`config.mk`:
```
export PLATFORM = sky130hd
export DESIGN_NAME = key_cmd_scheduler
export DESIGN_NICKNAME = d
export VERILOG_FILES = /design/src/rtl/key_cmd_scheduler.sv
export SDC_FILE = /design/constraint.sdc
export NUM_CORES = 1
export LEC_CHECK = 0
export ABC_AREA = 1
export CAP_MARGIN = 20
export CORE_ASPECT_RATIO = 1.1
export CORE_UTILIZATION = 39
export DETAILED_ROUTE_END_ITERATION = 8
export HOLD_SLACK_MARGIN = 0.08
export PLACE_DENSITY = 0.66
export SETUP_SLACK_MARGIN = 0.1
export SLEW_MARGIN = 5
export SYNTH_ARGS = -nofsm -noshare
export SYNTH_HDL_FRONTEND = slang
export SYNTH_SLANG_ARGS = --single-unit
```
`constraint.sdc`:
```
create_clock -name clk -period 12.15 [get_ports clk]
set_input_delay 2.43 -clock clk [delete_from_list [all_inputs] [get_ports clk]]
set_output_delay 2.43 -clock clk [all_outputs]
set_load 0.02 [all_outputs]
```
`src/rtl/key_cmd_scheduler.sv`:
```
// Debounced pushbutton front end for the 2048 engine: synchronise, filter,
// arbitrate simultaneous presses and queue move commands behind valid/ready.
module key_cmd_scheduler #(
    parameter int SAMPLE_DIV_W = 16,
    parameter int STABLE_CNT   = 2,
    parameter int FIFO_DEPTH   = 4
) (
    input  logic       clk,
    input  logic       rst,
    input  logic [3:0] key_n,
    input  logic       restart_sw,
    output logic       cmd_valid,
    output logic [2:0] cmd_code,
    input  logic       cmd_ready,
    output logic       overflow,
    output logic [7:0] drop_cnt
);

    localparam int AW = $clog2(FIFO_DEPTH);
    localparam logic [2:0] LAST = 3'(STABLE_CNT - 1);

    logic [SAMPLE_DIV_W-1:0] div;
    logic                    tick;
    logic [4:0]              sync1;
    logic [4:0]              sync2;
    logic [4:0]              stable;
    logic [2:0]              cnt [5];
    logic [4:0]              rise;

    logic                    win;
    logic                    win_restart;
    logic [2:0]              win_code;
    logic [2:0]              n_ev;
    logic [2:0]              losers;

    logic [2:0]              mem [FIFO_DEPTH];
    logic [AW-1:0]           rd;
    logic [AW-1:0]           wr;
    logic [AW:0]             count;
    logic                    full;
    logic                    pop;
    logic                    push;
    logic                    full_drop;
    logic [8:0]              drop_sum;

    assign tick = &div;

    always_ff @(posedge clk or negedge rst) begin
        if (!rst) begin
            div <= '0;
        end else begin
            div <= div + 1'b1;
        end
    end

    // Bit order: [4]=restart [3]=up [2]=down [1]=left [0]=right, pressed=1
    always_ff @(posedge clk or negedge rst) begin
        if (!rst) begin
            sync1 <= '0;
            sync2 <= '0;
        end else begin
            sync1 <= {restart_sw, ~key_n};
            sync2 <= sync1;
        end
    end

    always_ff @(posedge clk or negedge rst) begin
        if (!rst) begin
            stable <= '0;
            for (int i = 0; i < 5; i++) cnt[i] <= '0;
        end else if (tick) begin
            for (int i = 0; i < 5; i++) begin
                if (sync2[i] == stable[i]) begin
                    cnt[i] <= '0;
                end else if (cnt[i] == LAST) begin
                    stable[i] <= sync2[i];
                    cnt[i]    <= '0;
                end else begin
                    cnt[i] <= cnt[i] + 3'd1;
                end
            end
        end
    end

    always_comb begin
        rise = '0;
        for (int i = 0; i < 5; i++) begin
            rise[i] = tick && sync2[i] && !stable[i] && (cnt[i] == LAST);
        end
    end

    always_comb begin
        win_code    = 3'd0;
        win_restart = 1'b0;
        priority case (1'b1)
            rise[4]: begin
                win_code    = 3'd5;
                win_restart = 1'b1;
            end
            rise[3]: win_code = 3'd1;
            rise[2]: win_code = 3'd2;
            rise[1]: win_code = 3'd3;
            rise[0]: win_code = 3'd4;
            default: win_code = 3'd0;
        endcase
    end

    assign win    = |rise;
    assign n_ev   = 3'($countones(rise));
    assign losers = n_ev - {2'b00, win};

    assign full      = (count == (AW+1)'(FIFO_DEPTH));
    assign cmd_valid = (count != '0);
    assign cmd_code  = cmd_valid ? mem[rd] : 3'd0;
    assign pop       = cmd_valid & cmd_ready;
    assign push      = win & !win_restart & (!full | pop);
    assign full_drop = win & !win_restart & full & !pop;
    assign drop_sum  = {1'b0, drop_cnt} + 9'(losers) + 9'(full_drop);

    // A restart flushes the queue and becomes its only entry; flush beats pop.
    always_ff @(posedge clk or negedge rst) begin
        if (!rst) begin
            rd    <= '0;
            wr    <= '0;
            count <= '0;
            for (int i = 0; i < FIFO_DEPTH; i++) mem[i] <= '0;
        end else if (win_restart) begin
            rd     <= '0;
            wr     <= AW'(1);
            count  <= (AW+1)'(1);
            mem[0] <= 3'd5;
        end else begin
            if (push) mem[wr] <= win_code;
            wr    <= wr + AW'(push);
            rd    <= rd + AW'(pop);
            count <= count + (AW+1)'(push) - (AW+1)'(pop);
        end
    end

    always_ff @(posedge clk or negedge rst) begin
        if (!rst) begin
            overflow <= 1'b0;
            drop_cnt <= '0;
        end else begin
            if (full_drop) overflow <= 1'b1;
            drop_cnt <= drop_sum[8] ? 8'hFF : drop_sum[7:0];
        end
    end

endmodule

```
# After elaboration in Yosys (flattened, before gate mapping)
# Index checks and enable logic that the tools add are counted.
# classes
bitwise	15
n_addsub	17
order_cmp	3
n_mux	29
n_reduce_logical	34
n_eq_ne	11
# op_table
cell	n
$reduce_and 18->1	5
$mux 3	21
$add 16x1->16 const B	1
$logic_and 1x1->1	16
$reduce_and 16->1	1
$add 3x1->3 const B	5
$eq 3x1->1 const B	5
$bwmux 12	1
$mux 12	1
$add 8x3->9	1
$add 9x1->9	1
$logic_not 1->1	8
$mux 8	1
$add 3x1->3	2
$bmux 3 s2	1
$demux 3 s2	1
$ge 3x3->1 const B	2
$not 1->1	6
$not 2->3	2
$sub 3x1->3	2
$and 1x1->1	5
$eq 1x1->1	5
$reduce_or 5->1	1
$add 1x1->2	2
other kinds (11)	13
# word_totals
out_inout_bits	13
input_bits	8
word_cells	131
register_bits	74

# Depth between registers and ports, before layout
# depth
depth_word	12
ltp_mapped	21
ltp_nobuf	21

# Least setup slack after synthesis
# No wires, ideal clock.
# synth_timing
path_type	input -> register
from	in cmd_ready
to	reg drop_cnt[5]
arrival_time_ns	4.031
cell_stages	12
required_time_ns	12.079
path_slack_ns	8.048
path_buffers	0
setup_time_ns	0.071
cell_sequence	nor2_1 and3_1 nand3_1 fa_1 inv_1 fa_1 nand2_1 inv_1 nor2_1 nor4_1 nand2_1 nand3_1
# synth_between
elab_chain_cells	5
# synth_lines
element	line_no	text
from (decl)	14	input logic cmd_ready,
$and 1x1->1	115	assign pop = cmd_valid & cmd_ready;
$logic_not 1->1	117	assign full_drop = win & !win_restart & full & !pop;
$and 1x1->1	117	
$add 9x1->9	118	assign drop_sum = {1'b0, drop_cnt} + 9'(losers) + 9'(full_drop);
$mux 8	146	drop_cnt <= drop_sum[8] ? 8'hFF : drop_sum[7:0];
to (signal assigned)	146	
to (decl)	16	output logic [7:0] drop_cnt
# No other way between the ends.
# A chain may end at the register's enable or synchronous reset.

# Worst setup path after layout
# layout_timing
from	in cmd_ready
to	reg drop_cnt[2]
# Same word-level chain as after synthesis.

==> metrics.csv <==
stage,metric,value,unit
status,outcome,completed,
synthesis,synth-edff-count,0,
detailed_routing,drt-initial-drc-count,100,
synthesis,synth_area_in_simple_gates,25.2,%
synthesis,synth.largest_area_cell,sky130_fd_sc_hd__dfrtp_1,
sta,fmax,222,MHz
setup_path,critPathMaxFanout,7,
synthesis,synthesis.area_per_instance,9.03,sq um
detailed_routing,via_per_inst,4.76,
layout,antenna_cells_inserted,0,
sta,clock_skew,8.56,ps
setup_path,startpoint_type,input pin,
synthesis,synth-xor-area-share,4.41,%
layout,area_growth_from_synthesis_to_layout,14.6,%
synthesis,synth_flop_cell,sky130_fd_sc_hd__dfrtp_1,
place,routabilityCongestion,0.797,
setup_path,worstRegToRegCells,19,
global_routing,grt_pass1_wl,11900,um
place,hpwl,4810,um
detailed_routing,count_of_nets_left_with_antenna_violations_after_detail_routing,0,
sta,final.min_clock_period,4510,ps
power,total_leakage_power,2.08,nW
global_routing,grt_start_max_net_pins,75,
floorplanning,fp.coreArea,9400,sq um
setup_path,worst_path_dominant_cell_family,simple AND/OR/NAND/NOR gates,
synthesis,synthesis.yosys.warnings,0,
detailed_routing,routed-via-count,2695,
sta,final-max-slew-violation-count,0,
synthesis,synth.net_count,440,
power,power.net_switching,0.000152,W
floorplanning,boundary_pin_count,21,
sta,finalCritPeriodShare,37.1,%
synthesis,synthArstFlopShare,100,%
layout,drive_gt1_share,10.7,%
sta,hold_viol_final,0,
clock_tree,numCtsBuffers,9,
synthesis,netlist_instances,418,
clock_tree,cts.reportedPaths.clkPinSlew,70,ps
layout,final_design_area_no_fill,4330,sq um
clock_tree,clock-root-buffer,sky130_fd_sc_hd__clkbuf_8,
clock_tree,worst_skew_pair_latency,340,ps
synthesis,synth.lib_cells_used.distinct,35,
power,comb_power_share,15.7,%
setup_path,path_depth,13,
sta,grt_setup_unrepaired,false,
sta,worst_pin_slew,926,ps
floorplanning,initial_util,40.2,%
synthesis,synth.mux.area_fraction,0,%
sta,setup_tns,0,ps
worst_hold_path,holdPathStages,0,
flow_run,cap_viol_max_count,0,
setup_path,worstSetupPathType,input pin to register,
clock_tree,clock_tree.htree_level_count,3,
power,power.sequential.fraction,45.4,%
setup_path,cpMaxStageDelayCell,sky130_fd_sc_hd__clkdlybuf4s50_1,
setup_path,required,12390,ps
detailed_routing,wl_per_cell,11.9,um
synthesis,synth_top_family_by_area,simple AND/OR/NAND/NOR gates,
setup_path,cp_num_buf_inv,3,
setup_path,critPathMaxStageDelay,430,ps
global_routing,grt_use_total,15.1,%
setup_path,critPathCaptureType,register,
layout,nFillCells,869,
detailed_routing,drt_wl_total,6760,um
clock_tree,ctsResizeCount,0,
floorplanning,dieWidth,95.8,um
floorplanning,die-height,105,um
sta,timing.slew.headroom,38.2,%
synthesis,synth.most_common_cell,sky130_fd_sc_hd__inv_1,
setup_path,timing.critical_path.cells,clkdlybuf4s50_1 -> nor2_1 -> and3_1 -> nand3_1 -> fa_1 -> inv_1 -> fa_1 -> nand2_1 -> inv_1 -> nor2_1 -> nor4_1 -> nand2_1 -> o21ai_0,
detailed_routing,drt_pass1_iterations,7,
sta,final-setup-viol-count,0,
synthesis,synth_top_cell_area_share,49.0,%
power,power.share.clock,38.9,%
synthesis,synth.yosys.seq_area_share,49.0,%
global_routing,antenna_violations_before_repair,0,
global_routing,via_count_of_the_first_global_routing_pass,2743,
clock_tree,cts_setup_buffers,0,
floorplanning,fp.dieArea,10100,sq um
setup_path,timing.critical_path.arrival,4760,ps
floorplanning,placementRows,37,
clock_tree,ctsLongestPathBuffers,2,
synthesis,syn-cell-area,3780,sq um
worst_hold_path,hold_class,register to register,
detailed_routing,total_drc_errors_in_the_routed_layout,0,
clock_tree,tritoncts,yes,
sta,holdWs,350,ps
power,switching_share_of_total_power,25.6,%
power,internal_power,0.000441,W
synthesis,synth.ff_latch_count,74,
power,vdd.ir_drop.worst,0.0000603,V
synthesis,synth-compound-area-share,6.93,%
place,place.port_buffers,20,
synthesis,area_share_of_fa_ha_maj_cells_after_synthesis,5.83,%
clock_tree,cts_hold_buffers,0,
layout,num-nets-final,467,
place,post_dp_cell_area,4090,sq um
synthesis,yosys-top-cells-count,"sky130_fd_sc_hd__inv_1, sky130_fd_sc_hd__dfrtp_1, sky130_fd_sc_hd__nand2_1",
synthesis,synth.top_cells.by_area,"sky130_fd_sc_hd__dfrtp_1, sky130_fd_sc_hd__inv_1, sky130_fd_sc_hd__nand2_1",
clock_tree,clock_sink_count,74,
power,power.density,137,nW/um^2
global_routing,globalRouteOverflowTotal,0,
## routing by layer
layer	share of wire, %	global-route usage [%]
met5	0	0
met4	1.8	6.61
met3	2.5	2.91
met2	51	25.9
met1	45	18.0
## power groups by stage
stage	registers, W	logic (W)	clock network [W]
after global placement	0.000273	0.0000905	0
after CTS	0.000269	0.0000945	0.000237
after global routing	0.000271	0.000105	0.000246
after detailed placement	0.000274	0.0000935	0
final	0.000269	0.0000930	0.000231
after floorplan	0.000271	0.0000610	0
## worst paths after layout
kind,end,startpoint,slack (ps)
max,drop_cnt[2]$_DFF_PN0_,cmd_ready,7640
min,sync2[3]$_DFF_PN0_,sync1[3]$_DFF_PN0_,350
max reg2reg,drop_cnt[2]$_DFF_PN0_,div[0]$_DFF_PN0_,7800
min reg2reg,sync2[3]$_DFF_PN0_,sync1[3]$_DFF_PN0_,350
max in group asynchronous,stable[1]$_DFFE_PN0P_,rst,9320
min in group asynchronous,drop_cnt[7]$_DFF_PN0_,rst,2230
## state kept, by name, indices dropped and copies added (netlist names)
signal / flops
sync2: 5
mem: 12
overflow: 1
rd: 2
drop_cnt: 8
wr: 2
sync1: 5
cnt: 15
div: 16
stable: 5
count: 3
## cell usage in the layout (no fill, tap or decap), drive strengths merged
cell type      count
inv               77
dfrtp             74
nand2             61
nor2              55
nor3              24
nand3             22
clkdlybuf4s50     19
o21ai             19
a21oi             18
xor2              12
clkbuf            10
nor4               9
ha                 8
xnor2              7
o21bai             6
fa                 6
or2                4
nor3b              4
bufinv             3
nand4              3
a31oi              2
clkinv             2
and3               1
a21o               1
clkinvlp           1
buf                1
## kinds of logic after synthesis
| kind of cell | after synthesis |
|---|---|
| AOI/OAI and AO/OA | 46 |
| xor gates and xnor gates | 19 |
| adders and majority gates | 14 |
| buffers and inverters | 82 |
| DFF | 74 |
| and+or+nand+nor | 183 |
## stage by stage
stage | utilization, % | worst slack (ps) | power, W | cells
4_1_cts | 46.1 | 7640 | 0.000601 | 566
3_3_place_gp | 43.5 | 7410 | 0.000364 | 551
2_1_floorplan | - | 8050 | 0.000332 | 418
6_report | 46.1 | 7640 | 0.000593 | 566
5_1_grt | 46.1 | 7390 | 0.000623 | 566
3_5_place_dp | 43.5 | 7300 | 0.000367 | 551
## area by class of cell
| type | instances | area [sq um] | share of cell area (%) |
|---|---|---|---|
| clock buffer | 10 | 138 | 3.18 |
| clock inverter | 5 | 103 | 2.37 |
| tap | 117 | 146 | 3.38 |
| multi-input combinational | 262 | 1600 | 37.0 |
| sequential | 74 | 1850 | 42.8 |
| inverter | 78 | 293 | 6.76 |
| timing repair buffer | 20 | 198 | 4.57 |
Power figures use the tool's default switching activity.
